`config.mk`:
```
export PLATFORM = sky130hd
export DESIGN_NAME = block_spi_controller_flat
export DESIGN_NICKNAME = d
export VERILOG_FILES = /design/src/rtl/block_spi_controller_if.sv /design/src/rtl/block_spi_controller.sv /design/src/flat_wrapper.sv
export SDC_FILE = /design/constraint.sdc
export NUM_CORES = 1
export LEC_CHECK = 0
export ABC_AREA = 1
export ABC_CLOCK_PERIOD_IN_PS = 1500
export CAP_MARGIN = 20
export CORE_MARGIN = 2
export CORE_UTILIZATION = 35
export CTS_CLUSTER_SIZE = 25
export DETAILED_ROUTE_END_ITERATION = 8
export PLACE_DENSITY = 0.54
export SLEW_MARGIN = 20
export SYNTH_ARGS = -nofsm -noshare
export SYNTH_HDL_FRONTEND = slang
export SYNTH_SLANG_ARGS = --single-unit
```
`constraint.sdc`:
```
create_clock -name clk -period 1.5 [get_ports clk]
set_input_delay 0.375 -clock clk [delete_from_list [all_inputs] [get_ports clk]]
set_output_delay 0.375 -clock clk [all_outputs]
set_load 0.005 [all_outputs]
```
`src/rtl/block_spi_controller_if.sv`:
```
// Bus bundle for the SPI frame controller: host-side request/response
// signals plus the four SPI pins.
interface block_spi_controller_if;
    logic        start;
    logic [7:0]  address;
    logic [7:0]  data;
    logic        busy;
    logic        done;
    logic [15:0] rx_data;
    logic        SPI_SCK;
    logic        SPI_CS;
    logic        SPI_COPI;
    logic        SPI_CIPO;

    modport slave (
        input  start, address, data, SPI_CIPO,
        output busy, done, rx_data, SPI_SCK, SPI_CS, SPI_COPI
    );

    modport master (
        output start, address, data, SPI_CIPO,
        input  busy, done, rx_data, SPI_SCK, SPI_CS, SPI_COPI
    );
endinterface

```
`src/rtl/block_spi_controller.sv`:
```
// SPI mode-0 frame controller: sends {address,data} MSB first while shifting
// 16 bits in on CIPO, framed by an active-high chip select with programmable
// setup, hold and inter-frame gap.
//
// state | meaning
// ------+---------------------------------------------------------------
// IDLE  | CS low, waiting for start
// SETUP | CS high, SCK low, first bit on COPI, CS_SETUP cycles
// XFER  | 16 bits, each CLK_DIV cycles SCK low then CLK_DIV cycles high
// HOLD  | CS high, SCK low after last fall, CS_HOLD cycles
// GAP   | CS low, still busy, CS_GAP cycles before accepting a new frame
module block_spi_controller #(
    parameter int CLK_DIV  = 4,
    parameter int CS_SETUP = 2,
    parameter int CS_HOLD  = 2,
    parameter int CS_GAP   = 4
) (
    input  logic                 clk,
    input  logic                 reset,
    block_spi_controller_if.slave bus
);

    localparam int MAX_A = (CLK_DIV > CS_SETUP) ? CLK_DIV : CS_SETUP;
    localparam int MAX_B = (CS_HOLD > CS_GAP) ? CS_HOLD : CS_GAP;
    localparam int MAX_V = (MAX_A > MAX_B) ? MAX_A : MAX_B;
    localparam int CW    = $clog2(MAX_V + 1);

    localparam logic [CW-1:0] DIV_LD    = CW'(CLK_DIV - 1);
    localparam logic [CW-1:0] SETUP_LD  = CW'(CS_SETUP - 1);
    localparam logic [CW-1:0] HOLD_LD   = CW'(CS_HOLD - 1);
    localparam logic [CW-1:0] GAP_LD    = CW'(CS_GAP - 1);
    // The two-flop synchroniser delays CIPO by two cycles, so the value the
    // pin held at the SCK rise reaches cipo_sync_q two cycles into the high
    // phase; that is when it is shifted in.
    localparam logic [CW-1:0] SAMPLE_AT = CW'(CLK_DIV - 2);

    typedef enum logic [2:0] {
        IDLE,
        SETUP,
        XFER,
        HOLD,
        GAP
    } state_t;

    state_t         state_q, state_d;
    logic [CW-1:0]  cnt_q, cnt_d;
    logic [3:0]     bit_q, bit_d;
    logic [15:0]    tx_q, tx_d;
    logic [15:0]    shadow_q, shadow_d;
    logic [15:0]    rx_q, rx_d;
    logic           sck_q, sck_d;
    logic           cs_q, cs_d;
    logic           busy_q, busy_d;
    logic           done_q, done_d;
    logic           cipo_meta_q, cipo_meta_d;
    logic           cipo_sync_q, cipo_sync_d;

    // Next-state and registered-output logic for the frame sequencer.
    always_comb begin
        state_d     = state_q;
        cnt_d       = cnt_q;
        bit_d       = bit_q;
        tx_d        = tx_q;
        shadow_d    = shadow_q;
        rx_d        = rx_q;
        sck_d       = sck_q;
        cs_d        = cs_q;
        busy_d      = busy_q;
        done_d      = 1'b0;
        cipo_meta_d = bus.SPI_CIPO;
        cipo_sync_d = cipo_meta_q;

        case (state_q)
            IDLE: begin
                cs_d   = 1'b0;
                sck_d  = 1'b0;
                busy_d = 1'b0;
                if (bus.start) begin
                    tx_d     = {bus.address, bus.data};
                    shadow_d = '0;
                    cs_d     = 1'b1;
                    busy_d   = 1'b1;
                    cnt_d    = SETUP_LD;
                    state_d  = SETUP;
                end
            end

            SETUP: begin
                if (cnt_q == '0) begin
                    cnt_d   = DIV_LD;
                    bit_d   = 4'd15;
                    state_d = XFER;
                end else begin
                    cnt_d = cnt_q - CW'(1);
                end
            end

            XFER: begin
                if (sck_q && cnt_q == SAMPLE_AT) begin
                    shadow_d = {shadow_q[14:0], cipo_sync_q};
                end
                if (cnt_q == '0) begin
                    if (!sck_q) begin
                        sck_d = 1'b1;
                        cnt_d = DIV_LD;
                    end else begin
                        sck_d = 1'b0;
                        if (bit_q == 4'd0) begin
                            cnt_d   = HOLD_LD;
                            state_d = HOLD;
                        end else begin
                            tx_d  = {tx_q[14:0], 1'b0};
                            bit_d = bit_q - 4'd1;
                            cnt_d = DIV_LD;
                        end
                    end
                end else begin
                    cnt_d = cnt_q - CW'(1);
                end
            end

            HOLD: begin
                if (cnt_q == '0) begin
                    cs_d    = 1'b0;
                    done_d  = 1'b1;
                    rx_d    = shadow_q;
                    tx_d    = '0;
                    cnt_d   = GAP_LD;
                    state_d = GAP;
                end else begin
                    cnt_d = cnt_q - CW'(1);
                end
            end

            GAP: begin
                if (cnt_q == '0) begin
                    busy_d  = 1'b0;
                    state_d = IDLE;
                end else begin
                    cnt_d = cnt_q - CW'(1);
                end
            end

            default: begin
                state_d = IDLE;
            end
        endcase
    end

    // State and output registers with synchronous active-low reset.
    always_ff @(posedge clk) begin
        if (!reset) begin
            state_q     <= IDLE;
            cnt_q       <= '0;
            bit_q       <= '0;
            tx_q        <= '0;
            shadow_q    <= '0;
            rx_q        <= '0;
            sck_q       <= 1'b0;
            cs_q        <= 1'b0;
            busy_q      <= 1'b0;
            done_q      <= 1'b0;
            cipo_meta_q <= 1'b0;
            cipo_sync_q <= 1'b0;
        end else begin
            state_q     <= state_d;
            cnt_q       <= cnt_d;
            bit_q       <= bit_d;
            tx_q        <= tx_d;
            shadow_q    <= shadow_d;
            rx_q        <= rx_d;
            sck_q       <= sck_d;
            cs_q        <= cs_d;
            busy_q      <= busy_d;
            done_q      <= done_d;
            cipo_meta_q <= cipo_meta_d;
            cipo_sync_q <= cipo_sync_d;
        end
    end

    assign bus.busy     = busy_q;
    assign bus.done     = done_q;
    assign bus.rx_data  = rx_q;
    assign bus.SPI_SCK  = sck_q;
    assign bus.SPI_CS   = cs_q;
    assign bus.SPI_COPI = tx_q[15];

endmodule

```
`src/flat_wrapper.sv`:
```
// flat-port wrapper written by rule: the top's interface ports become plain ports
module block_spi_controller_flat 
#(
    parameter int CLK_DIV  = 4,
    parameter int CS_SETUP = 2,
    parameter int CS_HOLD  = 2,
    parameter int CS_GAP   = 4
)
  (clk, reset, bus_start, bus_address, bus_data, bus_SPI_CIPO, bus_busy, bus_done, bus_rx_data, bus_SPI_SCK, bus_SPI_CS, bus_SPI_COPI);
  block_spi_controller_if bus_i ();
  input  logic clk;
  input  logic reset;
  input wire logic [$bits(bus_i.start)-1:0] bus_start;
  input wire logic [$bits(bus_i.address)-1:0] bus_address;
  input wire logic [$bits(bus_i.data)-1:0] bus_data;
  input wire logic [$bits(bus_i.SPI_CIPO)-1:0] bus_SPI_CIPO;
  output wire logic [$bits(bus_i.busy)-1:0] bus_busy;
  output wire logic [$bits(bus_i.done)-1:0] bus_done;
  output wire logic [$bits(bus_i.rx_data)-1:0] bus_rx_data;
  output wire logic [$bits(bus_i.SPI_SCK)-1:0] bus_SPI_SCK;
  output wire logic [$bits(bus_i.SPI_CS)-1:0] bus_SPI_CS;
  output wire logic [$bits(bus_i.SPI_COPI)-1:0] bus_SPI_COPI;
  assign bus_i.start = bus_start;
  assign bus_i.address = bus_address;
  assign bus_i.data = bus_data;
  assign bus_i.SPI_CIPO = bus_SPI_CIPO;
  assign bus_busy = bus_i.busy;
  assign bus_done = bus_i.done;
  assign bus_rx_data = bus_i.rx_data;
  assign bus_SPI_SCK = bus_i.SPI_SCK;
  assign bus_SPI_CS = bus_i.SPI_CS;
  assign bus_SPI_COPI = bus_i.SPI_COPI;
  block_spi_controller #(.CLK_DIV(CLK_DIV), .CS_SETUP(CS_SETUP), .CS_HOLD(CS_HOLD), .CS_GAP(CS_GAP)) u_core (.clk(clk), .reset(reset), .bus(bus_i));
endmodule
```
# Word level (Yosys, flattened, before mapping)
# Cells that the tools add are included.
dict set report classes {
  n_addsub 2
  n_eq_ne 15
  mux 36
  reduce_logical 21
}
# cell count
set ops {}
lappend ops {{$mux W16} 7}
lappend ops {{$pmux W16 S3} 1}
lappend ops {{$mux W3} 11}
lappend ops {{$pmux W16 S2} 1}
lappend ops {{$mux W4} 4}
lappend ops {{$pmux W3 S5} 1}
lappend ops {{$ne A2 B1 Y1 const B} 7}
lappend ops {{$pmux W3 S4} 1}
lappend ops {{$reduce_and A2 Y1} 5}
lappend ops {{$eq A3 B2 Y1 const B} 3}
lappend ops {{$pmux W4 S2} 1}
lappend ops {{$reduce_bool A2 Y1} 4}
lappend ops {{$reduce_and A7 Y1} 1}
lappend ops {{$logic_not A3 Y1} 2}
lappend ops {{$ne A2 B2 Y1 const B} 3}
lappend ops {{$pmux W1 S2} 3}
lappend ops {{$reduce_and A3 Y1} 2}
lappend ops {{$reduce_and A6 Y1} 1}
lappend ops {{$mux W1} 5}
lappend ops {{$reduce_and A5 Y1} 1}
lappend ops {{$logic_not A4 Y1} 1}
lappend ops {{$reduce_bool A4 Y1} 1}
lappend ops {{$sub A4 B1 Y4 const B} 1}
lappend ops {{$eq A3 B1 Y1 const B} 1}
lappend ops {{6 further kinds} 6}
dict set report word_totals {
  reg_bits 64
  input_bits 20
  out_inout_bits 21
}

# Logic depth before layout (Yosys ltp)
# Gate-level depths: netlist of the first run.
dict set report depth {
  depth_word 5
  mapped_depth 11
  ltp_nobuf 10
}

# Worst setup path before layout of the first run
# Ideal clock, no wire load.
dict set report synth_timing {
  path_type {register -> register}
  from {register u_core.cnt_q[0]}
  to {register u_core.tx_q[10]}
  setup_time_ns 0.112
  t_arrival_ns 1.388
  required_ns 1.388
  setup_slack_ns 0.000
  stages_incl_launch_ff 11
  period_less_slack_ns 1.500
  path_cell_list {dfxtp_1 inv_1 ha_1 nand2_2 nand3_2 nand2_2 nor2_4 buf_6 nand3b_1 nand2_1 nor2_2}
}
dict set report synth_via {
  elab_chain_len 3
}
# element line
set synth_lines {}
lappend synth_lines {{start, declared} block_spi_controller.sv:46} ;# logic [CW-1:0] cnt_q, cnt_d;
lappend synth_lines {{start signal, assigned} block_spi_controller.sv:167} ;# cnt_q <= cnt_d;
lappend synth_lines {{$logic_not A3 Y1 *} {block_spi_controller.sv:102, block_spi_controller.sv:123}}
lappend synth_lines {{$ne A2 B1 Y1 (no source line)} n/a}
lappend synth_lines {{$reduce_and A6 Y1 (no source line) *} n/a}
lappend synth_lines {{end signal, assigned} block_spi_controller.sv:169} ;# tx_q <= tx_d;
lappend synth_lines {{end, declared} block_spi_controller.sv:48} ;# logic [15:0] tx_q, tx_d;
# Every way passes the cells marked *; elsewhere a longest branch is shown, timed or not.
# A chain may end at the register's enable or synchronous reset.

# Final worst setup path of the first run
dict set report layout_timing {
  from {register u_core.state_q[2]}
  to {register u_core.tx_q[8]}
}
dict set report layout_via {
  elab_chain_len 3
}
# element line
set layout_lines {}
lappend layout_lines {{start, declared} block_spi_controller.sv:45} ;# state_t state_q, state_d;
lappend layout_lines {{start signal, assigned} block_spi_controller.sv:166} ;# state_q <= state_d;
lappend layout_lines {{$eq A3 B2 Y1 or $logic_not A3 Y1 (tied branches)} block_spi_controller.sv:73} ;# case (state_q)
lappend layout_lines {{$ne A2 B2 Y1 (no source line), or another cell as far along} n/a}
lappend layout_lines {{$reduce_and A6 Y1 (no source line)} n/a}
# Parallel ways exist; a longest one is shown, timed or not.

==> reports/summary.txt, run 1 <==
===============================================================================
Number of cells traversed by the worst register-to-register path             10
Top fanout value on the critical path                                         7
Achievable frequency                                                  676.5 MHz
Count of vias placed by the detailed router                                2983
Final-report max-slew violation count                                         0
DRC violation total after the first TritonRoute iteration                    76
Met1 usage                                                               0.2011
IR Drop Worst-Case VDD                                                0.5924 mV
Final number of setup-violating endpoints                                     0
Reg-to-reg critical path endpoint                                  u_core.tx_q[8]
Initial core utilization                                                 0.3594
Drt via density                                                           4.727
Worst path required time                                                1.74 ns
Final Total Pwr                                                        9.078 mW
Most frequent cells in the layout                                  94 x nand2_1, 71 x nor2_1, 51 x dfxtp_1, 32 x buf_4
Critical path startpoint category                                      register
Pre-Repair DR Iteration Count                                                 4
Run status                                                            completed
Post-detailed-routing wire length                                       8077 µm
Power density of the placed cells                                   2065 nW/µm²
Floorplan Core Area                                                    8678 µm²
Most common cell after layout, fill and taps aside                      nand2_1
Total nets after synthesis                                                  464
RSZ-0062 raised after global routing                                        yes
Slew at the pin closest to its max-slew limit                         0.2517 ns
Logic depth of the worst setup path including buffers                        10
Multi-input logic area                                                 1775 µm²
Final number of hold-violating endpoints                                      0
GRT busiest layer                                                          met2
Core Rows                                                                    34
Root buf cell                                                          clkbuf_8
H-tree levels                                                                 3
Clock latency on the worst-skew pair                                    0.34 ns
Number of remaining DRC errors                                                0
Crit path buffers/inverters                                                   3
Maximum number of pins on one net before global-route repair                 31
Hold Path Stages                                                              2
Most repeated library cell on the critical path                          nor2_2
Path type of the worst min-delay path                              register to register
Launch instance of the worst min-delay path                        u_core.cipo_meta_q
Post-synthesis cell type count                                               33
Synthesis-to-finish area growth                                          40.95%
Total negative slack                                                       0 ns
Worst setup timing slack at the placement stage                      -0.2394 ns
Diodes inserted                                                               0
Yosys warning total                                                           0
Cell count after synthesis                                                  440
Total area of sequential cells                                         1305 µm²
Placed instance area                                                   3800 µm²
TritonCTS Buffers                                                             9
Maximum single-stage delay on the critical path                         0.38 ns
Type of destination of the critical path                               register
Async SR Flop Fraction                                                        0
Total leakage power                                                    2.021 nW
Data arrival time of the worst path                                     1.72 ns
Capture endpoint of the worst hold path                            u_core.cipo_sync_q
Crit-path leading delay family                                     simple AND/OR/NAND/NOR gates
Number of fillers in the final layout                                       858
Post-Syn Area per Cell                                                7.089 µm²
Number of enable flip-flop cells after synthesis                              0
Startpoint of the worst register-to-register path                  u_core.state_q[2]
Setup slack of the worst register-to-register path                      0.02 ns
Fin crit share                                                           0.9855
Setup clock skew after layout                                       0.008046 ns
Total Die Area                                                         9684 µm²
First-pass GRT wire length                                             13070 µm
Sequential element share of the synthesized area                         0.4108
Horizontal die dimension                                               98.41 µm
Overall overflow remaining after global route                                 0
I/O pin cnt                                                                  41
Die extent in y                                                        98.41 µm
Final Critical Period                                                  1.478 ns
TritonCTS Sinks                                                              64
Max Root-Sink Buffers                                                         2
Final Core Density                                                       0.5066
Average wire length per cell after detail routing                      12.80 µm
Number of max-cap violations                                                  0
Worst setup path category                                          register to register
Post-detail-place hpwl                                                  4966 µm
CTS clock-pin slew for the worst setup and hold paths                   0.08 ns
CTS tree                                                                    yes
Routability Congestion                                                   0.8655
Post-synthesis instance area                                           3119 µm²
Final std cell area, no fill                                           4397 µm²
Global-route usage over all layers                                       0.1628
Register bit total from synthesis                                            64
Post-route antenna net violation count                                        0
Smallest setup slack after layout                                    0.02174 ns
Final layout net count                                                      542
Initial antenna violation count                                               0
Met3 capacity usage during global routing                               0.03722
Critical-path cell list                                            inv_6 -> nand2_8 -> nor2_4 -> o21ai_4 -> nand2_4 -> nor2_8 -> buf_12 -> buf_16 -> nor2_2 -> nor2_2
Share of cells above drive strength 1                                    0.2830
Main synth FF type                                                      dfxtp_1
Met2 GRT Util                                                            0.2773
Slowest stage cell, crit path                                           dfxtp_4
Tightest slew margin relative to the limit                               0.8320
Hold buffers post-CTS                                                         0
Number of global-route vias before repair                                  2880
PortBufs                                                                     40
===============================================================================
[tightest hold or removal path, stage by stage, from the launching register on]
cell and delay (ns):
dfxtp_1 0.31, nand2_1 0.05, inv_1 0.03
[metrics by stage]
step,hold WS (ns),std cells
after floorplan,0.3905,440
after global placement,0.4161,595
after detailed placement,0.4100,595
after CTS,0.4296,622
after global routing,0.4479,631
final,0.4242,631
[synth_stat cells, types with 3 or more instances]
master	number	area, µm²
nand2_1	98	367.9
nor2_1	81	304.0
dfxtp_1	64	1281
inv_1	30	112.6
o21ai_0	30	150.1
a21oi_1	22	110.1
nor2_2	20	125.1
nand3b_1	18	135.1
nand3_1	13	65.06
o21ai_1	9	45.04
buf_2	6	30.03
clkbuf_1	5	18.77
inv_2	5	18.77
buf_4	4	30.03
ha_1	4	50.05
nand2_2	4	25.02
nand2_4	4	45.04
nor2_4	3	33.78
nor3_1	3	15.01
[report_power, final]
group | switching [mW] | internal [mW]
Sequential | 0.378 | 2.26
Combinational | 2.70 | 2.43
Clock | 0.721 | 0.598
Total | 3.80 | 5.28
[how the worst max path moves through the flow]
stage	startpoint	slack (ns)	end
after floorplan	u_core.cnt_q[0]	0.0004	u_core.tx_q[10]
after global placement	bus_start	-0.22	u_core.tx_q[3]
after detailed placement	bus_start	-0.24	u_core.tx_q[10]
after CTS	u_core.bit_q[0]	-0.05	u_core.bit_q[2]
after global routing	u_core.state_q[2]	-0.07	u_core.bit_q[2]
final	u_core.state_q[2]	0.02	u_core.tx_q[8]
[registers in the layout (all words and copies together), names as in the netlist]
signal              count
u_core.bit_q            4
u_core.state_q          3
u_core.bus.done         1
u_core.bus.busy         1
u_core.cipo_sync_q      1
u_core.bus.SPI_SCK      1
u_core.cipo_meta_q      1
u_core.cnt_q            3
u_core.tx_q            16
u_core.bus.rx_data     16
u_core.shadow_q        16
u_core.bus.SPI_CS       1
[layer usage]
| metal | vias up | share of wire |
|---|---|---|
| li1 | 1555 | - |
| met1 | 1369 | 0.46 |
| met2 | 49 | 0.49 |
| met3 | 10 | 0.039 |
| met4 | 0 | 0.012 |
| met5 | - | 0 |
[final cells by class]
cell class,count,area share
clock buffer,9,0.02817
clock inverter,7,0.01081
inverter,36,0.03472
multi-input combinational,321,0.4038
sequential,64,0.2968
tap,108,0.03073
timing repair buffer,84,0.1921
timing repair inverter,2,0.002846
[kinds of logic (layout without fill, tap and decap cells)]
logic type / count (synthesis) / in the layout / synth area share
AOI/OAI and AO/OA: 67 / 67 / 0.1155
adders and majority gates: 4 / 4 / 0.01605
buffers and inverters: 55 / 138 / 0.08023
DFF: 64 / 64 / 0.4108
and+or+nand+nor: 250 / 250 / 0.3775
[repair_timing]
action	4_1_cts	5_1_grt
setup endpoints to repair	55	56
hold endpoints to repair	0	0
pin swaps	24	18
gates resized for setup	48	64
setup buffers	10	8
cloned	1	3
Note: power is estimated with default switching activity, not from simulation.
==> inputs of run 2 (changes only) <==
--- a/config.mk
+++ b/config.mk
@@ -12,6 +12,7 @@
 export CORE_UTILIZATION = 35
 export CTS_CLUSTER_SIZE = 25
 export DETAILED_ROUTE_END_ITERATION = 8
+export GPL_TIMING_DRIVEN = 1
 export PLACE_DENSITY = 0.54
 export SLEW_MARGIN = 20
 export SYNTH_ARGS = -nofsm -noshare
==> results of run 2 <==
Same layout as run 1: the final DEF is identical, and so are final timing and power.
==> inputs of run 3 (changes only) <==
--- a/config.mk
+++ b/config.mk
@@ -8,12 +8,12 @@
 export ABC_AREA = 1
 export ABC_CLOCK_PERIOD_IN_PS = 1500
 export CAP_MARGIN = 20
-export CORE_MARGIN = 2
-export CORE_UTILIZATION = 35
+export CORE_MARGIN = 3
+export CORE_UTILIZATION = 49
 export CTS_CLUSTER_SIZE = 25
 export DETAILED_ROUTE_END_ITERATION = 8
 export GPL_TIMING_DRIVEN = 1
-export PLACE_DENSITY = 0.54
+export PLACE_DENSITY = 0.72
 export SLEW_MARGIN = 20
 export SYNTH_ARGS = -nofsm -noshare
 export SYNTH_HDL_FRONTEND = slang
==> reports/summary.txt, run 3 (synthesis gave the netlist of run 1 again) <==
===========================================================================
Run status                                                        completed   unchanged
Post-detail-place hpwl                                              4926 µm   was 4966 µm
Total negative slack                                                   0 ns   unchanged
Post-route antenna net violation count                                    0   unchanged
Power density of the placed cells                               2101 nW/µm²   was 2065 nW/µm²
RSZ-0062 raised after global routing                                    yes   unchanged
Critical path startpoint category                                  register   unchanged
Total leakage power                                                1.978 nW   was 2.021 nW
Type of destination of the critical path                           register   unchanged
Final-report max-slew violation count                                     0   unchanged
CTS clock-pin slew for the worst setup and hold paths               0.08 ns   about the same
TritonCTS Sinks                                                          64   unchanged
Data arrival time of the worst path                                 1.77 ns   was 1.72 ns
Drt via density                                                       5.244   was 4.727
Number of remaining DRC errors                                            0   unchanged
Global-route usage over all layers                                   0.2078   was 0.1628
Final layout net count                                                  531   was 542
Root buf cell                                                      clkbuf_8   unchanged
H-tree levels                                                             3   unchanged
Placed instance area                                               3806 µm²   was 3800 µm²
Horizontal die dimension                                           85.79 µm   was 98.41 µm
I/O pin cnt                                                              41   unchanged
Slew at the pin closest to its max-slew limit                     0.2540 ns   was 0.2517 ns
Routability Congestion                                               0.8915   was 0.8655
TritonCTS Buffers                                                         9   unchanged
Diodes inserted                                                           0   unchanged
Initial core utilization                                             0.5176   was 0.3594
Number of fillers in the final layout                                   493   was 858
Smallest setup slack after layout                                0.01462 ns   was 0.02174 ns
Clock latency on the worst-skew pair                                0.35 ns   was 0.34 ns
Worst setup timing slack at the placement stage                  -0.2549 ns   was -0.2394 ns
Max Root-Sink Buffers                                                     2   unchanged
Final std cell area, no fill                                       4279 µm²   was 4397 µm²
Die extent in y                                                    85.79 µm   was 98.41 µm
Most common cell after layout, fill and taps aside                  nand2_1   unchanged
Final number of setup-violating endpoints                                 0   unchanged
Initial antenna violation count                                           0   unchanged
Achievable frequency                                              673.2 MHz   was 676.5 MHz
Worst path required time                                            1.78 ns   was 1.74 ns
Tightest slew margin relative to the limit                           0.8294   was 0.8320
Multi-input logic area                                             1735 µm²   was 1775 µm²
Setup clock skew after layout                                    0.01387 ns   was 0.008046 ns
Most frequent cells in the layout                              93 x nand2_1, 70 x nor2_1, 56 x dfxtp_1, 28 x nor2_2   was 94 x nand2_1, 71 x nor2_1, 51 x dfxtp_1, 32 x buf_4
IR Drop Worst-Case VDD                                             1.133 mV   was 0.5924 mV
Pre-Repair DR Iteration Count                                             6   was 4
Synthesis-to-finish area growth                                      37.18%   was 40.95%
Maximum number of pins on one net before global-route repair             31   unchanged
Fin crit share                                                       0.9903   was 0.9855
Worst setup path category                                      register to register   unchanged
First-pass GRT wire length                                         12370 µm   was 13070 µm
Count of vias placed by the detailed router                            3078   was 2983
Top fanout value on the critical path                                     8   was 7
Total area of sequential cells                                     1294 µm²   was 1305 µm²
Share of cells above drive strength 1                                0.2520   was 0.2830
Number of global-route vias before repair                              2805   was 2880
Final Total Pwr                                                    8.990 mW   was 9.078 mW
Final number of hold-violating endpoints                                  0   unchanged
Smallest hold slack                                               0.4386 ns   was 0.4242 ns
Total Die Area                                                     7359 µm²   was 9684 µm²
Floorplan Core Area                                                6026 µm²   was 8678 µm²
Number of max-cap violations                                              0   unchanged
PortBufs                                                                 40   unchanged
Final Critical Period                                              1.485 ns   was 1.478 ns
Path type of the worst min-delay path                          register to register   unchanged
DRC violation total after the first TritonRoute iteration               238   was 76
Core Rows                                                                28   was 34
Average wire length per cell after detail routing                  13.54 µm   was 12.80 µm
Overall overflow remaining after global route                             0   unchanged
CTS tree                                                                yes   unchanged
Post-detailed-routing wire length                                   7948 µm   was 8077 µm
===========================================================================
## run 3: timing repair
item                                   CTS  global route
setup endpoints to repair               54            56
resized for setup                       32            53
cloned                                   0             2
endpoints found under the hold margin    0             0
hold buffers                             0             0
pin swaps                                1            30
buffers inserted                         0             5
## run 3: worst paths after layout
kind,cells after the start,endpoint,slack (ns),startpoint
max,9,u_core.tx_q[10],0.01,u_core.state_q[2]
min,2,u_core.cipo_sync_q,0.44,u_core.cipo_meta_q
max reg2reg,9,u_core.tx_q[10],0.01,u_core.state_q[2]
min reg2reg,2,u_core.cipo_sync_q,0.44,u_core.cipo_meta_q
## run 3: stage by stage
step | std cells | util
finish | 587 | 0.7101
global placement | 565 | 0.6316
detailed placement | 565 | 0.6316
global route | 587 | 0.7101
CTS | 581 | 0.6711
floorplan | 440 | -
## run 3: metal layers
layer	vias up	global-route usage	wire length, µm
met2	97	0.3545	3903
met1	1428	0.2524	3451
li1	1529	-	-
met5	-	0	0
met3	24	0.06148	439
met4	0	0.06331	154
## run 3: layout make-up
| class | count | area share |
|---|---|---|
| clock inverters | 4 | 0.01754 |
| repair buffers | 75 | 0.1784 |
| multi-input cells | 321 | 0.4056 |
| clock buffers | 12 | 0.03860 |
| inverters | 36 | 0.03567 |
| well taps | 75 | 0.02193 |
| flip-flops and latches | 64 | 0.3023 |
## run 3: report_power, final
part / leakage [nW] / switching, mW / internal, mW
registers: 0.529 / 0.371 / 2.24
clock network: 0.115 / 0.704 / 1.07
logic: 1.33 / 2.59 / 2.01
total: 1.98 / 3.66 / 5.33
## run 3: critical path, stage by stage (launching register included)
cell and delay [ns]:
dfxtp_4 0.38, nor2_4 0.20, buf_4 0.16, nand3_4 0.08, nand2_4 0.12, nor2_4 0.07
clkbuf_16 0.16, nand3b_1 0.08, nand2_1 0.06, nor2_2 0.09
